==> src/rtl/freq_divider_prog.sv <==
// Programmable divider: CLOCK_50 -> 1/2/4/8 Hz 50%-duty clock plus a rising-edge tick.
// Latency: first toggle lands H = HALF_1HZ >> sel cycles after the RUN entry edge; outputs registered.
// Backpressure: none; run=0 freezes the divider mid-period. Optional step input under macro DIV_STEP_EN.
module freq_divider_prog #(
    parameter int HALF_1HZ   = 25_000_000,
    parameter int CNT_W      = 25
`ifdef DIV_STEP_EN
    ,
    parameter int DEB_CYCLES = 1_000_000
`endif
) (
    input  logic       CLOCK_50,
    input  logic       reset,
    input  logic       run,
    input  logic [1:0] sel,
`ifdef DIV_STEP_EN
    input  logic       step,
`endif
    output logic       clock,
    output logic       tick
);

    typedef enum logic [1:0] {
        PAUSE = 2'd0,
        RUN   = 2'd1,
        STEP  = 2'd2
    } state_t;

    localparam logic [CNT_W-1:0] CNT_ONE = CNT_W'(1);

    state_t           state;
    state_t           state_nxt;
    logic [1:0]       sel_q;
    logic [CNT_W-1:0] cnt;
    logic [CNT_W-1:0] cnt_nxt;
    logic [CNT_W-1:0] half_len;
    logic             terminal;
    logic             clock_nxt;
    logic             tick_nxt;
    logic             load_sel;

    // Half-period length follows the latched rate, never the live switches.
    assign half_len = CNT_W'(HALF_1HZ >> sel_q);

    // ">=" rather than "==": a rate raised while paused can leave cnt beyond
    // the new limit; the divider then toggles on the first counting cycle
    // instead of wrapping through the whole counter range.
    assign terminal = (cnt >= (half_len - CNT_ONE));

`ifdef DIV_STEP_EN
    localparam int DEB_W = (DEB_CYCLES > 1) ? $clog2(DEB_CYCLES) : 1;
    localparam logic [DEB_W-1:0] DEB_LAST = DEB_W'(DEB_CYCLES - 1);
    localparam logic [DEB_W-1:0] DEB_ONE  = DEB_W'(1);

    logic             step_meta;
    logic             step_sync;
    logic             step_deb;
    logic             step_deb_q;
    logic [DEB_W-1:0] deb_cnt;
    logic             step_press;

    // Two-flop synchronizer for the asynchronous pushbutton.
    always_ff @(posedge CLOCK_50 or posedge reset) begin
        if (reset) begin
            step_meta <= 1'b0;
            step_sync <= 1'b0;
        end else begin
            step_meta <= step;
            step_sync <= step_meta;
        end
    end

    // Debounce: adopt the synchronized level only after DEB_CYCLES consecutive
    // cycles of disagreement; any return to the old level restarts the count.
    always_ff @(posedge CLOCK_50 or posedge reset) begin
        if (reset) begin
            step_deb <= 1'b0;
            deb_cnt  <= '0;
        end else if (step_sync != step_deb) begin
            if (deb_cnt == DEB_LAST) begin
                step_deb <= step_sync;
                deb_cnt  <= '0;
            end else begin
                deb_cnt <= deb_cnt + DEB_ONE;
            end
        end else begin
            deb_cnt <= '0;
        end
    end

    // Delayed copy of the debounced level for rising-edge detection.
    always_ff @(posedge CLOCK_50 or posedge reset) begin
        if (reset) begin
            step_deb_q <= 1'b0;
        end else begin
            step_deb_q <= step_deb;
        end
    end

    assign step_press = step_deb & ~step_deb_q;
`endif

    // FSM state register.
    always_ff @(posedge CLOCK_50 or posedge reset) begin
        if (reset) begin
            state <= PAUSE;
        end else begin
            state <= state_nxt;
        end
    end

    // Next state plus counter/clock/tick updates for the coming edge.
    always_comb begin
        state_nxt = state;
        cnt_nxt   = cnt;
        clock_nxt = clock;
        tick_nxt  = 1'b0;
        load_sel  = 1'b0;
        case (state)
            PAUSE: begin
                // Rate tracks the switches while frozen so a resume uses the new rate.
                load_sel = 1'b1;
                if (run) begin
                    state_nxt = RUN;
                end
`ifdef DIV_STEP_EN
                else if (step_press && !clock) begin
                    // Forced single period: rise now, fall after H cycles.
                    state_nxt = STEP;
                    cnt_nxt   = '0;
                    clock_nxt = 1'b1;
                    tick_nxt  = 1'b1;
                end
`endif
            end
            RUN: begin
                // run=0 wins over a terminal count: nothing moves on this edge.
                if (!run) begin
                    state_nxt = PAUSE;
                end else if (terminal) begin
                    cnt_nxt   = '0;
                    clock_nxt = ~clock;
                    tick_nxt  = ~clock;
                    load_sel  = 1'b1;
                end else begin
                    cnt_nxt = cnt + CNT_ONE;
                end
            end
`ifdef DIV_STEP_EN
            STEP: begin
                // The step period always completes; run only picks the exit state.
                if (terminal) begin
                    cnt_nxt   = '0;
                    clock_nxt = 1'b0;
                    load_sel  = 1'b1;
                    state_nxt = run ? RUN : PAUSE;
                end else begin
                    cnt_nxt = cnt + CNT_ONE;
                end
            end
`endif
            default: begin
                state_nxt = PAUSE;
            end
        endcase
    end

    // Counter, divided clock, tick and rate latch registers.
    always_ff @(posedge CLOCK_50 or posedge reset) begin
        if (reset) begin
            cnt   <= '0;
            clock <= 1'b0;
            tick  <= 1'b0;
            sel_q <= 2'b00;
        end else begin
            cnt   <= cnt_nxt;
            clock <= clock_nxt;
            tick  <= tick_nxt;
            if (load_sel) begin
                sel_q <= sel;
            end
        end
    end

endmodule

==> config.mk <==
export PLATFORM = sky130hd
export DESIGN_NAME = freq_divider_prog
export DESIGN_NICKNAME = d
export VERILOG_FILES = /design/src/rtl/freq_divider_prog.sv
export SDC_FILE = /design/constraint.sdc
export NUM_CORES = 1
export LEC_CHECK = 0
export ABC_AREA = 0
export BUFFER_PORTS_ARGS = -buffer_cell sky130_fd_sc_hd__buf_2
export CAP_MARGIN = 15
export CORE_MARGIN = 2
export CORE_UTILIZATION = 30
export CTS_CLUSTER_SIZE = 20
export DETAILED_ROUTE_END_ITERATION = 12
export SYNTH_ARGS = -nofsm -noshare
export SYNTH_HDL_FRONTEND = slang
export SYNTH_SLANG_ARGS = --single-unit
==> constraint.sdc <==
create_clock -name CLOCK_50 -period 5.3 [get_ports CLOCK_50]
set_input_delay 0.53 -clock CLOCK_50 [delete_from_list [all_inputs] [get_ports CLOCK_50]]
set_output_delay 0.53 -clock CLOCK_50 [all_outputs]
set_load 0.02 [all_outputs]
# --- Word level (Yosys, flattened, before mapping) ---
# Cells that the tools add are included.
word_totals:
  ff_bits: 31
  in_bits: 5
op_classes:
  n_addsub: 2
  n_lt_le_gt_ge: 1
  eq_ne: 3
  shifts: 1
  mux: 10
  n_bitwise: 1
  reduce_logical: 4
ops:
  columns: ["operator", "n"]
  rows:
  - ["adder 25 x 1 -> 25 bit (second input constant)", 1]
  - [">= comparator 25 bit", 1]
  - ["2-to-1 mux 25 bit", 1]
  - [">> shifter 25 x 2 -> 25 bit (first input constant)", 1]
  - ["subtractor 25 x 1 -> 25 bit (second input constant)", 1]
  - ["2-to-1 mux 1 bit", 5]
  - ["2-to-1 mux 2 bit", 2]
  - ["inequality test 2 bit (second input constant)", 2]
  - ["case mux 2 bit (2 select lines)", 1]
  - ["AND reduction 2 bit", 2]
  - ["AND reduction 3 bit", 1]
  - ["== test 2 x 1 -> 1 bit (second input constant)", 1]
  - ["logical NOT 2 bit", 1]
  - ["case mux 1 bit (2 select lines)", 1]
  - ["NOT 1 bit", 1]

# --- Depth between registers and ports, before layout ---
# Gate-level depths: netlist of the first run.
logic_depth:
  ltp_word: 6
  depth_mapped: 12

# --- Least setup slack after synthesis of the first run ---
# No wires, ideal clock.
synth_path:
  path_type: "reg-to-reg"
  start: "reg sel_q[0]"
  end: "reg cnt[10]"
  setup_time_ps: 119
  t_arrival_ps: 2583
  required_ps: 5181
  path_slack_ps: 2598
  path_stages_with_launch: 12
  path_buffers: 2
  period_less_slack_ps: 2702
  cell_sequence: "dfrtp_1 and2b_1 buf_4 inv_1 ha_1 ha_1 a21oi_1 o311a_1 or3_4 a31oi_4 buf_6 nor2_2"
synth_via:
  elab_chain_cells: 4
synth_rtl:
  columns: ["element", "line", "rtl"]
  rows:
  - ["start, declared", "33", "logic [1:0] sel_q;"]
  - ["start signal, assigned", "180", "sel_q <= sel;"]
  - [">> shifter 25 x 2 -> 25 bit", "43", "assign half_len = CNT_W'(HALF_1HZ >> sel_q);"]
  - ["subtractor 25 x 1 -> 25 bit", "48", "assign terminal = (cnt >= (half_len - CNT_ONE));"]
  - [">= comparator 25 bit", "48", null]
  - ["2-to-1 mux 25 bit", "140", "end else if (terminal) begin"]
  - ["end signal, assigned", "176", "cnt <= cnt_nxt;"]
  - ["end, declared", "34", "logic [CNT_W-1:0] cnt;"]
# No other way between the ends.
# A chain may end at the register's enable or synchronous reset.

# --- Worst setup path after layout of the first run ---
layout_path:
  start: "reg sel_q[1]"
  end: "reg clock"
layout_via:
  elab_chain_cells: 4
layout_rtl:
  columns: ["element", "line", "rtl"]
  rows:
  - [">> shifter 25 x 2 -> 25 bit", "43", null]
  - ["subtractor 25 x 1 -> 25 bit", "48", null]
  - [">= comparator 25 bit", "48", null]
  - ["AND reduction 3 bit (no source line)", null, null]
  - ["end signal, assigned", "177", "clock <= clock_nxt;"]
  - ["end, declared", "19", "output logic clock,"]
# No other way between the ends.

==> results by stage, run 1 <==
Placement:
- Routability-driven placement finished with a final weighted congestion of 0.8381.
- The HPWL after detailed placement is 3115 microns.
- The placed instances occupy a cell area of 2230 sq um.
- Buffers placed on the I/O ports in this run total 6.

Route:
- The sum of routed wire length over all layers is 4090 microns.
- The vias per cell is 4.886.
- The count of nets left with antenna violations once routing finished came out at 0.
- The number of optimization iterations in the first detailed-route pass is 4.
- After detailed routing, the number of remaining DRC violations is 0.
- The detailed router placed 1627 vias in this run.
- The first routing iteration left 24 violations.
- Dividing the detail-routed wire length by the instance count gives 12.28 microns.

Timing:
- Setup total negative slack on the finished layout was measured at 0 ps.
- Setup repair after global routing left no endpoint under its margin.
- For the finished layout, the period the worst path requires is ~3300 ps.
- At the pin with the least slew margin, the transition time is approximately 730 ps.
- The number of max-slew violations in the final report is 0.
- The count of endpoints failing hold in the final timing report is 0.
- Timing would allow up to 0.3030 GHz.
- Setup violations remaining at the end of the flow were counted as 0.
- Dividing the final minimum period by the clock period gives 0.6227.
- On the final layout, the worst clock skew is 7.052 ps.
- The worst slew margin relative to its limit is 0.5123.

Yosys:
- The unique cell type count in the Yosys netlist is between 40 and 50.
- Ranked by instance count, the synthesized netlist is headed by 30 x dfrtp_1, 22 x ha_1, 22 x nor2_1.
- The gate count after technology mapping is 229.
- The register area share after synthesis is 0.3555.
- Yosys instantiated no cell more often than dfrtp_1.
- The area share of the largest cell type after synthesis is 0.3555.
- The post-synthesis sequential element count is 30.
- Counting flops with a built-in enable in the synthesized netlist gives 0.
- The average cell area after synthesis is 9.223 sq um.
- The post-synthesis instance area is around 2100 sq um.
- After synthesis, the cell types taking the most area are dfrtp_1 36%, ha_1 13%, xor2_1 5.4%.
- The async set-or-reset flop fraction in the synthesized netlist is 1.000.
- The number of warnings reported in the yosys synthesis log is 0.
- The main flop type after synthesis is dfrtp_1.
- The cell taking the most area after synthesis is dfrtp_1.

Status:
- The flow ran to the end, and the final reports show no timing, DRC or antenna violations.

Power and ir drop:
- The internal power consumption is 0.0005557 W.
- Of the total power, the clock network draws 0.274.
- Power spread over the standard cell area amounts to 368.5 nW/um^2.
- The peak ir drop on the vdd network is 0.0001752 V.
- The analysis attributes to cell leakage a power of roughly 1.1 nW.
- Of the total power, combinational logic draws 0.342.
- In this run the power spent charging and discharging nets is between 0.0003 and 0.0004 W.
- The register share of total power is 0.384.
- Of the total power, the share spent switching nets is 0.3561.

Worst setup path:
- The maximum net fanout on the critical path is 21.
- STA classifies the critical path startpoint as a flip-flop.
- The kind of critical path is flip-flop to flip-flop.
- For the worst setup path, the data required time is 5440 ps.
- The worst setup path is captured at a flip-flop.
- The arrival time of data at the critical path endpoint is roughly 3400 ps.

Clock tree:
- The setup fix buffers added after clock tree synthesis is 0.
- The clock-pin slew on the worst setup and hold paths is 70 ps.
- The longest clock path from root to sink contains 2 buffers.
- Buffers inserted during clock tree synthesis total 5.
- Once the clock tree was built, the resizer swapped 0 gates to a different size.
- The post-cts hold buffer count is 0.
- The clock insertion delay at the later pin of the skew report is between 200 and 300 ps.
- TritonCTS built the clock tree.
- The level count of the clock H-tree is 2.
- The root buffer cell is clkbuf_8.
- Counting every sink on the clock net gives 30.

Die:
- 7 I/O pins were placed.
- The initialized floorplan defines 30 standard-cell rows.
- The core region is 6794 sq um.
- The die height is 87.91 microns.
- For this configuration, the core starts out at a cell density of 0.3109.
- The area of the die is about 7700 sq um.
- From left edge to right edge, the die measures roughly 90 microns.

Global routing:
- The total congestion overflow after global routing is 0.
- The met2 demand-to-capacity share in global routing is 0.1866.
- The number of global-route vias before repair is 1542.
- The met1 usage in global routing is 0.1634.
- For this run, global-route usage on met3 was measured as 0.02262.
- In this run the most used layer during global routing was met2.
- For this run, the total global-route usage over all layers was measured as 0.1194.
- The number of antenna violations at the first check in global routing came to 0.
- The first global-routing pass estimated around 7300 microns of wire.
- Entering global routing, the biggest net connects 31 pins.

Final layout:
- The sequential cells in the finished layout cover a total of 750.7 sq um.
- The design area is 2342 sq um.
- In the final design database the tool counted 264 nets.
- Of the cells placed in the final design, the portion with a size suffix greater than 1 is 0.1350.
- The area overhead of the layout relative to synthesis is 10.90%.
- The layout has approximately 710 filler cells.
- The multi-input combinational cells in the finished layout cover a total of 1265 sq um.
- 0 antenna diodes ended up in the layout.

Hold path:
- The min-delay analysis places its worst path in the category primary input to async pin.

Flow run:
- Max-cap violations in this run came to 0.
[cell usage in the layout (no fill, tap or decap), types with 2 or more instances in the layout]
cell and count:
conb_1 3, a41oi_1 3, nand2b_1 3, o221a_2 2, and3_1 2, buf_4 2
nor2_1 22, inv_1 13, xor2_1 13, a21oi_1 7, buf_2 6, nand4_1 6
o211ai_1 2, a21o_1 3, ha_1 22, nor3_1 4, o21ai_0 5, clkbuf_8 6
and4_1 3, nand2_1 18, dfrtp_1 30, nand3_1 15, or2_2 3, o2111ai_1 4
nor2_2 10, xnor2_1 11
[worst max-delay path: stages (launching register included)]
cell     delay, ps
dfrtp_1        460
inv_1          120
nor2_1         260
inv_1          110
ha_1           290
ha_1           290
a21oi_1         60
o311a_1        370
or3_4          410
a31oi_4        640
xor2_1         130
[metrics by stage]
| step | hold slack (ps) | total power (W) | utilization | std cells | worst slack (ps) |
|---|---|---|---|---|---|
| 3_5_place_dp | 475.9 | 0.0006317 | 0.3282 | 326 | 1962 |
| 2_1_floorplan | 516.6 | 0.0005673 | - | 230 | 2598 |
| 5_1_grt | 374.0 | 0.0009433 | 0.3448 | 333 | 1703 |
| 6_report | 304.6 | 0.0008631 | 0.3448 | 333 | 2000 |
| 4_1_cts | 320.5 | 0.0008705 | 0.3448 | 333 | 1940 |
| 3_3_place_gp | 485.6 | 0.0006230 | 0.3282 | 326 | 2122 |
[final timing paths]
path,start,endpoint,slack [ps],cells past startpoint
worst max-delay path,sel_q[1],clock,2000,10
worst min-delay path,reset,tick,300,3
worst max register to register,sel_q[1],clock,2000,10
worst min register to register,clock,clock,490,1
max in group asynchronous,reset,cnt[5],4690,3
min in group CLOCK_50,clock,clock,490,1
[cell type report]
type                            count  share of cell area
Multi-Input combinational cell    179              0.5401
Sequential cell                    30              0.3205
Tap cell                           96             0.05128
Clock buffer                        6             0.03526
Inverter                           13             0.02083
Timing Repair Buffer                8             0.01923
Clock inverter                      1             0.01282
[cell families after synthesis]
group / Yosys count / share of synthesized area
buffers and inverters: 21 / 0.04740
adders and majority gates: 23 / 0.1351
DFF: 30 / 0.3555
muxes: 1 / 0.004740
AOI/OAI and AO/OA: 35 / 0.1274
xor gates and xnor gates: 24 / 0.09953
and+or+nand+nor: 93 / 0.2269
other: 2 / 0.003556
[per-layer routing]
| metal | up-vias | routed length [microns] |
|---|---|---|
| met4 | 0 | 67 |
| met3 | 7 | 98 |
| met1 | 787 | 2095 |
| met5 | - | 0 |
| met2 | 18 | 1828 |
| li1 | 815 | - |
[sequential cells by signal, summed over array words and instances, names as in the netlist]
| signal | count |
|---|---|
| tick | 1 |
| clock | 1 |
| sel_q | 2 |
| state | 1 |
| cnt | 25 |
[power groups by stage]
| stage | clock network (W) | registers [W] | logic [W] |
|---|---|---|---|
| after floorplan | 0 | 0.000311 | 0.000256 |
| after global placement | 0 | 0.000334 | 0.000289 |
| after detailed placement | 0 | 0.000335 | 0.000297 |
| after CTS | 0.000242 | 0.000331 | 0.000297 |
| after global routing | 0.000249 | 0.000341 | 0.000353 |
| final | 0.000236 | 0.000332 | 0.000295 |
(Power assumes the default switching activity.)
==> inputs of run 2 (changes only) <==
--- a/config.mk
+++ b/config.mk
@@ -5,7 +5,7 @@
 export SDC_FILE = /design/constraint.sdc
 export NUM_CORES = 1
 export LEC_CHECK = 0
-export ABC_AREA = 0
+export ABC_AREA = 1
 export BUFFER_PORTS_ARGS = -buffer_cell sky130_fd_sc_hd__buf_2
 export CAP_MARGIN = 15
 export CORE_MARGIN = 2
==> constraint.sdc (replaced) <==
create_clock -name CLOCK_50 -period 2.7 [get_ports CLOCK_50]
set_input_delay 0.27 -clock CLOCK_50 [delete_from_list [all_inputs] [get_ports CLOCK_50]]
set_output_delay 0.27 -clock CLOCK_50 [all_outputs]
set_load 0.02 [all_outputs]
==> run 2 against run 1 <==
  * Fmax increased by 34%
  * Critical path depth increased by 5
  * Sequential share of layout area decreased by 1.6 points
  * Cell area increased by 5.2%
  * Global-route usage increased by 0.28 points
  * Via count increased by 11%
  * Register-to-register slack got worse by 1800 ps
  * Largest cell class unchanged
  * Clock skew decreased by 4.4 ps
  * Wire length increased by 14%
  * Clock power increased by 91%
==> results by stage, run 2 <==
Timing:
- The worst setup slack after layout is 235.3 ps (was 2000 ps).
- Setup repair after global routing missed its margin: no (unchanged).
- The minimum period implied by the final worst setup slack is 2465 ps (was 3300 ps).
- The highest attainable clock frequency is 0.4057 GHz (was 0.3030 GHz).
- The number of setup violations in the final report was 0 (unchanged).
- The number of max-slew violations in the final report came to 0 (unchanged).
- The count of endpoints failing hold in the final timing report is 0 (unchanged).
- The ratio of final minimum period to clock period is 0.9129 (was 0.6227).
- The setup total negative slack is 0 ps (unchanged).
- The worst hold margin was 49.90 ps (was 304.6 ps).
- The worst-case clock skew is 2.651 ps (was 7.052 ps).

Yosys:
- The number of enable flip-flop cells after synthesis was 0 (unchanged).
- The main flop type after synthesis is dfrtp_1 (unchanged).
- The cell taking the most area after synthesis was dfrtp_1 (unchanged).
- The unique cell type count in the Yosys netlist is 31 (was 45).
- The post-synthesis sequential element count is 30 (unchanged).
- The leading cell type by number of instances after synthesis is nand2_1 (was dfrtp_1).
- The post-synthesis instance area is 2217 sq um (was 2112 sq um).
- The average cell area after synthesis came to 7.619 sq um (was 9.223 sq um).
- The gate count after technology mapping is 291 (was 229).
- The number of warnings reported in the yosys synthesis log is 0 (unchanged).
- The area share of the largest cell type after synthesis is 0.3386 (was 0.3555).
- Commonest cells in the netlist: 66 x nand2_1, 50 x nor2_1, 34 x inv_1 (was 30 x dfrtp_1, 22 x ha_1, 22 x nor2_1).
- The async set-or-reset flop fraction in the synthesized netlist is 1.000 (unchanged).
- Leading post-synthesis cells by cell area: dfrtp_1 34%, ha_1 12%, nand2_1 11% (was dfrtp_1 36%, ha_1 13%, xor2_1 5.4%).
- The register area share after synthesis is 0.3386 (was 0.3555).

Final layout:
- The layout cell share with drive strength beyond 1 is 0.1049 (was 0.1350).
- The most common cell after layout, fill and taps aside is nand2_1 (was dfrtp_1).
- The register with the most flip-flops is cnt (unchanged).
- The flip-flop count of the largest register after layout is 25 (unchanged).
- The area overhead of the layout relative to synthesis came to 11.17% (was 10.90%).
- The design area is 2465 sq um (was 2342 sq um).
- The net total in the final layout was 331 (was 264).
- The number of antenna cells inserted is 0 (unchanged).
- Largest registers: cnt: 25 flops, sel_q: 2 flops (unchanged).
- Commonest non-fill, non-tap cells in the layout: 66 x nand2_1, 50 x nor2_1, 34 x inv_1 (was 30 x dfrtp_1, 22 x nor2_1, 22 x ha_1).

Worst setup path:
- The element type at the critical path start is a flip-flop (unchanged).
- The capturing instance or port of the critical path was cnt[22] (was clock).
- The type of destination of the critical path is a flip-flop (unchanged).
- The flop-to-flop setup slack is 240 ps (was 2000 ps).
- The maximum cell stage delay along the critical path is 490 ps (was 640 ps).
- The arrival time of data at the critical path endpoint came to 2630 ps (was 3440 ps).
- The maximum net fanout on the critical path was 21 (unchanged).
- The worst setup path startpoint is sel_q[0] (was sel_q[1]).
- Crit path cell chain: inv_4 > nand2_4 > ha_1 > ha_1 > nand2_1 > o21ai_0 > nand2_1 > nand2_1 > nand2_1 > nand2_1 > nand2_1 > nand2_2 > nand2_4 > inv_6 > nor2_1 (was inv_1 > nor2_1 > inv_1 > ha_1 > ha_1 > a21oi_1 > o311a_1 > or3_4 > a31oi_4 > xor2_1).
- The launching point of the worst reg2reg path is sel_q[0] (was sel_q[1]).
- The slowest stage cell on the critical path is dfrtp_1 (was a31oi_4).
- The most frequent cell on the critical path is nand2_1.
- The kind of critical path is flip-flop to flip-flop (unchanged).
- The number of cell instances on the worst register-to-register path is 15 (was 10).
- The required time reported for the critical path endpoint is 2870 ps (was 5440 ps).
- The endpoint of the lowest-slack register-to-register path is cnt[22] (was clock).

Global routing:
- The maximum number of pins on one net before global-route repair was 31 (unchanged).
- The wire length of the first global-routing pass is 8004 microns (was 7293 microns).
- The number of global-route vias before repair is 1676 (was 1542).
- The number of antenna violations at the first check in global routing was 0 (unchanged).
- The global routing usage summed across all routing layers is 0.1222 (was 0.1194).
- The total congestion overflow after global routing was 0 (unchanged).

Clock tree:
- The number of instances resized during post-cts repair is 0 (unchanged).
- The post-cts hold buffer count is 0 (unchanged).
- The maximum number of buffers from clock root to sink is 2 (unchanged).
- The level count of the clock H-tree is 2 (unchanged).
- The clock-pin slew on the worst setup and hold paths came to 70 ps (about the same).
- The root buffer cell is clkbuf_8 (unchanged).
- The TritonCTS clock tree is yes (unchanged).
- The clock sink total came to 30 (unchanged).
- The number of clock buffers inserted by TritonCTS is 5 (unchanged).
- The clock insertion delay at the later pin of the skew report is 280 ps (was 290 ps).
- The setup fix buffers added after clock tree synthesis is 0 (unchanged).

Die:
- The die boundary width is 89.97 microns (was 87.91 microns).
- The number of rows in the core area came to 31 (was 30).
- The area of the die was 8094 sq um (was 7727 sq um).
- The boundary pin count is 7 (unchanged).
- The area inside the core boundary came to 7214 sq um (was 6794 sq um).
- The die height came to 89.97 microns (was 87.91 microns).
- The starting density of the core is 0.3073 (was 0.3109).

Power and ir drop:
- The power density relative to cell area is 765.9 nW/um^2 (was 368.5 nW/um^2).
- The leakage power total is 1.236 nW (was 1.073 nW).
- The peak ir drop on the vdd network is 0.0005713 V (was 0.0001752 V).

Flow run:
- The count of max-cap constraint violations is 0 (unchanged).

Placement:
- The cell area reported after detailed placement was 2347 sq um (was 2230 sq um).
- The port buffer count is 6 (unchanged).
- The sum of net half-perimeters after detailed placement came to 3667 microns (was 3115 microns).
- The worst setup slack before clock tree synthesis came to 51.30 ps (was 1962 ps).
- The final weighted congestion of routability-driven global placement came to 0.8282 (was 0.8381).

Route:
- The uppermost layer routed is met4 (unchanged).
- The number of nets still failing antenna checks after routing is 0 (unchanged).
- The routed length on met3 is 113 microns (was 98 microns).
- The vias per cell is 4.453 (was 4.886).
- The DRC marker count from the first detailed-route iteration is 68 (was 24).
- The detail-routed net length per standard cell is 11.52 microns (was 12.28 microns).
- The number of optimization iterations in the first detailed-route pass was 5 (was 4).
- The total number of vias came to 1799 (was 1627).
- The wire length on met2 is 2135 microns (was 1828 microns).
- The sum of routed wire length over all layers is 4653 microns (was 4090 microns).
- The total DRC errors in the routed layout is 0 (unchanged).
- The wire length the detailed router placed on met1 is 2353 microns (was 2095 microns).

Hold path:
- The worst hold path class is primary input to async pin (unchanged).

Status:
- Outcome: completed (unchanged).
==> run 2: cell types whose count changed after synthesis, moves of 3 or more <==
| cell | previous run | this run |
|---|---|---|
| nand2b_1 | 3 | 0 |
| nand2_2 | 0 | 3 |
| clkbuf_1 | 3 | 0 |
| nor2_2 | 10 | 2 |
| xor2_1 | 13 | 16 |
| o2111ai_1 | 4 | 0 |
| nor2_1 | 22 | 50 |
| a41oi_1 | 3 | 0 |
| and4_1 | 3 | 0 |
| nand2_1 | 18 | 66 |
| xnor2_1 | 11 | 3 |
| inv_1 | 13 | 34 |
==> run 2: kinds of logic after synthesis <==
logic type               count (synthesis)  share of synthesized area
adder cells (fa/ha/maj)                 22                     0.1242
AND/OR/NAND/NOR                        159                     0.3262
other                                    2                   0.003387
XOR/XNOR                                19                    0.07506
flip-flops                              30                     0.3386
AO/OA/AOI/OAI                           19                    0.04910
buffers and inverters                   40                    0.08352
==> run 2: metrics by stage <==
| stage | std cells | util | power [W] |
|---|---|---|---|
| after CTS | 404 | 0.3406 | 0.001895 |
| after detailed placement | 396 | 0.3254 | 0.001443 |
| after floorplan | 292 | - | 0.001260 |
| after global placement | 396 | 0.3254 | 0.001438 |
| after global routing | 404 | 0.3417 | 0.002082 |
| final | 404 | 0.3417 | 0.001888 |
==> run 2: final cells by class <==
cell class | count | area, sq um
inverter | 36 | 142.6
timing repair buffer | 9 | 52.55
sequential | 30 | 750.7
fill | 788 | 4750
multi-input combinational | 222 | 1285
clock buffer | 6 | 72.57
clock inverter | 2 | 37.54
tap | 99 | 123.9
==> run 2: worst min-delay path by stage <==
stage,start,to,slack (ps),depth (start not counted)
floorplan,reset,clock,360,1
global placement,reset,cnt[16],360,3
detailed placement,reset,cnt[16],370,3
CTS,reset,cnt[16],60,3
global route,reset,cnt[17],90,3
finish,reset,cnt[20],50,3
==> run 2: routing by layer <==
metal,vias up,GRT usage
li1,957,-
met4,0,0.04231
met1,815,0.1691
met2,21,0.1944
met3,6,0.02012
met5,-,0
==> run 2: power by group <==
group | total [W] | switching (W) | internal (W)
Sequential | 0.000701 | 0.000149 | 0.000552
Clock | 0.000450 | 0.000175 | 0.000275
Combinational | 0.000737 | 0.000460 | 0.000277
==> run 2: critical path, delay by kind of cell (launching register included) <==
family | cells | cell delay, ps
AND/OR/NAND/NOR | 10 | 730
adder cells (fa/ha/maj) | 2 | 590
buffers and inverters | 2 | 320
flip-flops | 1 | 490
AO/OA/AOI/OAI | 1 | 200
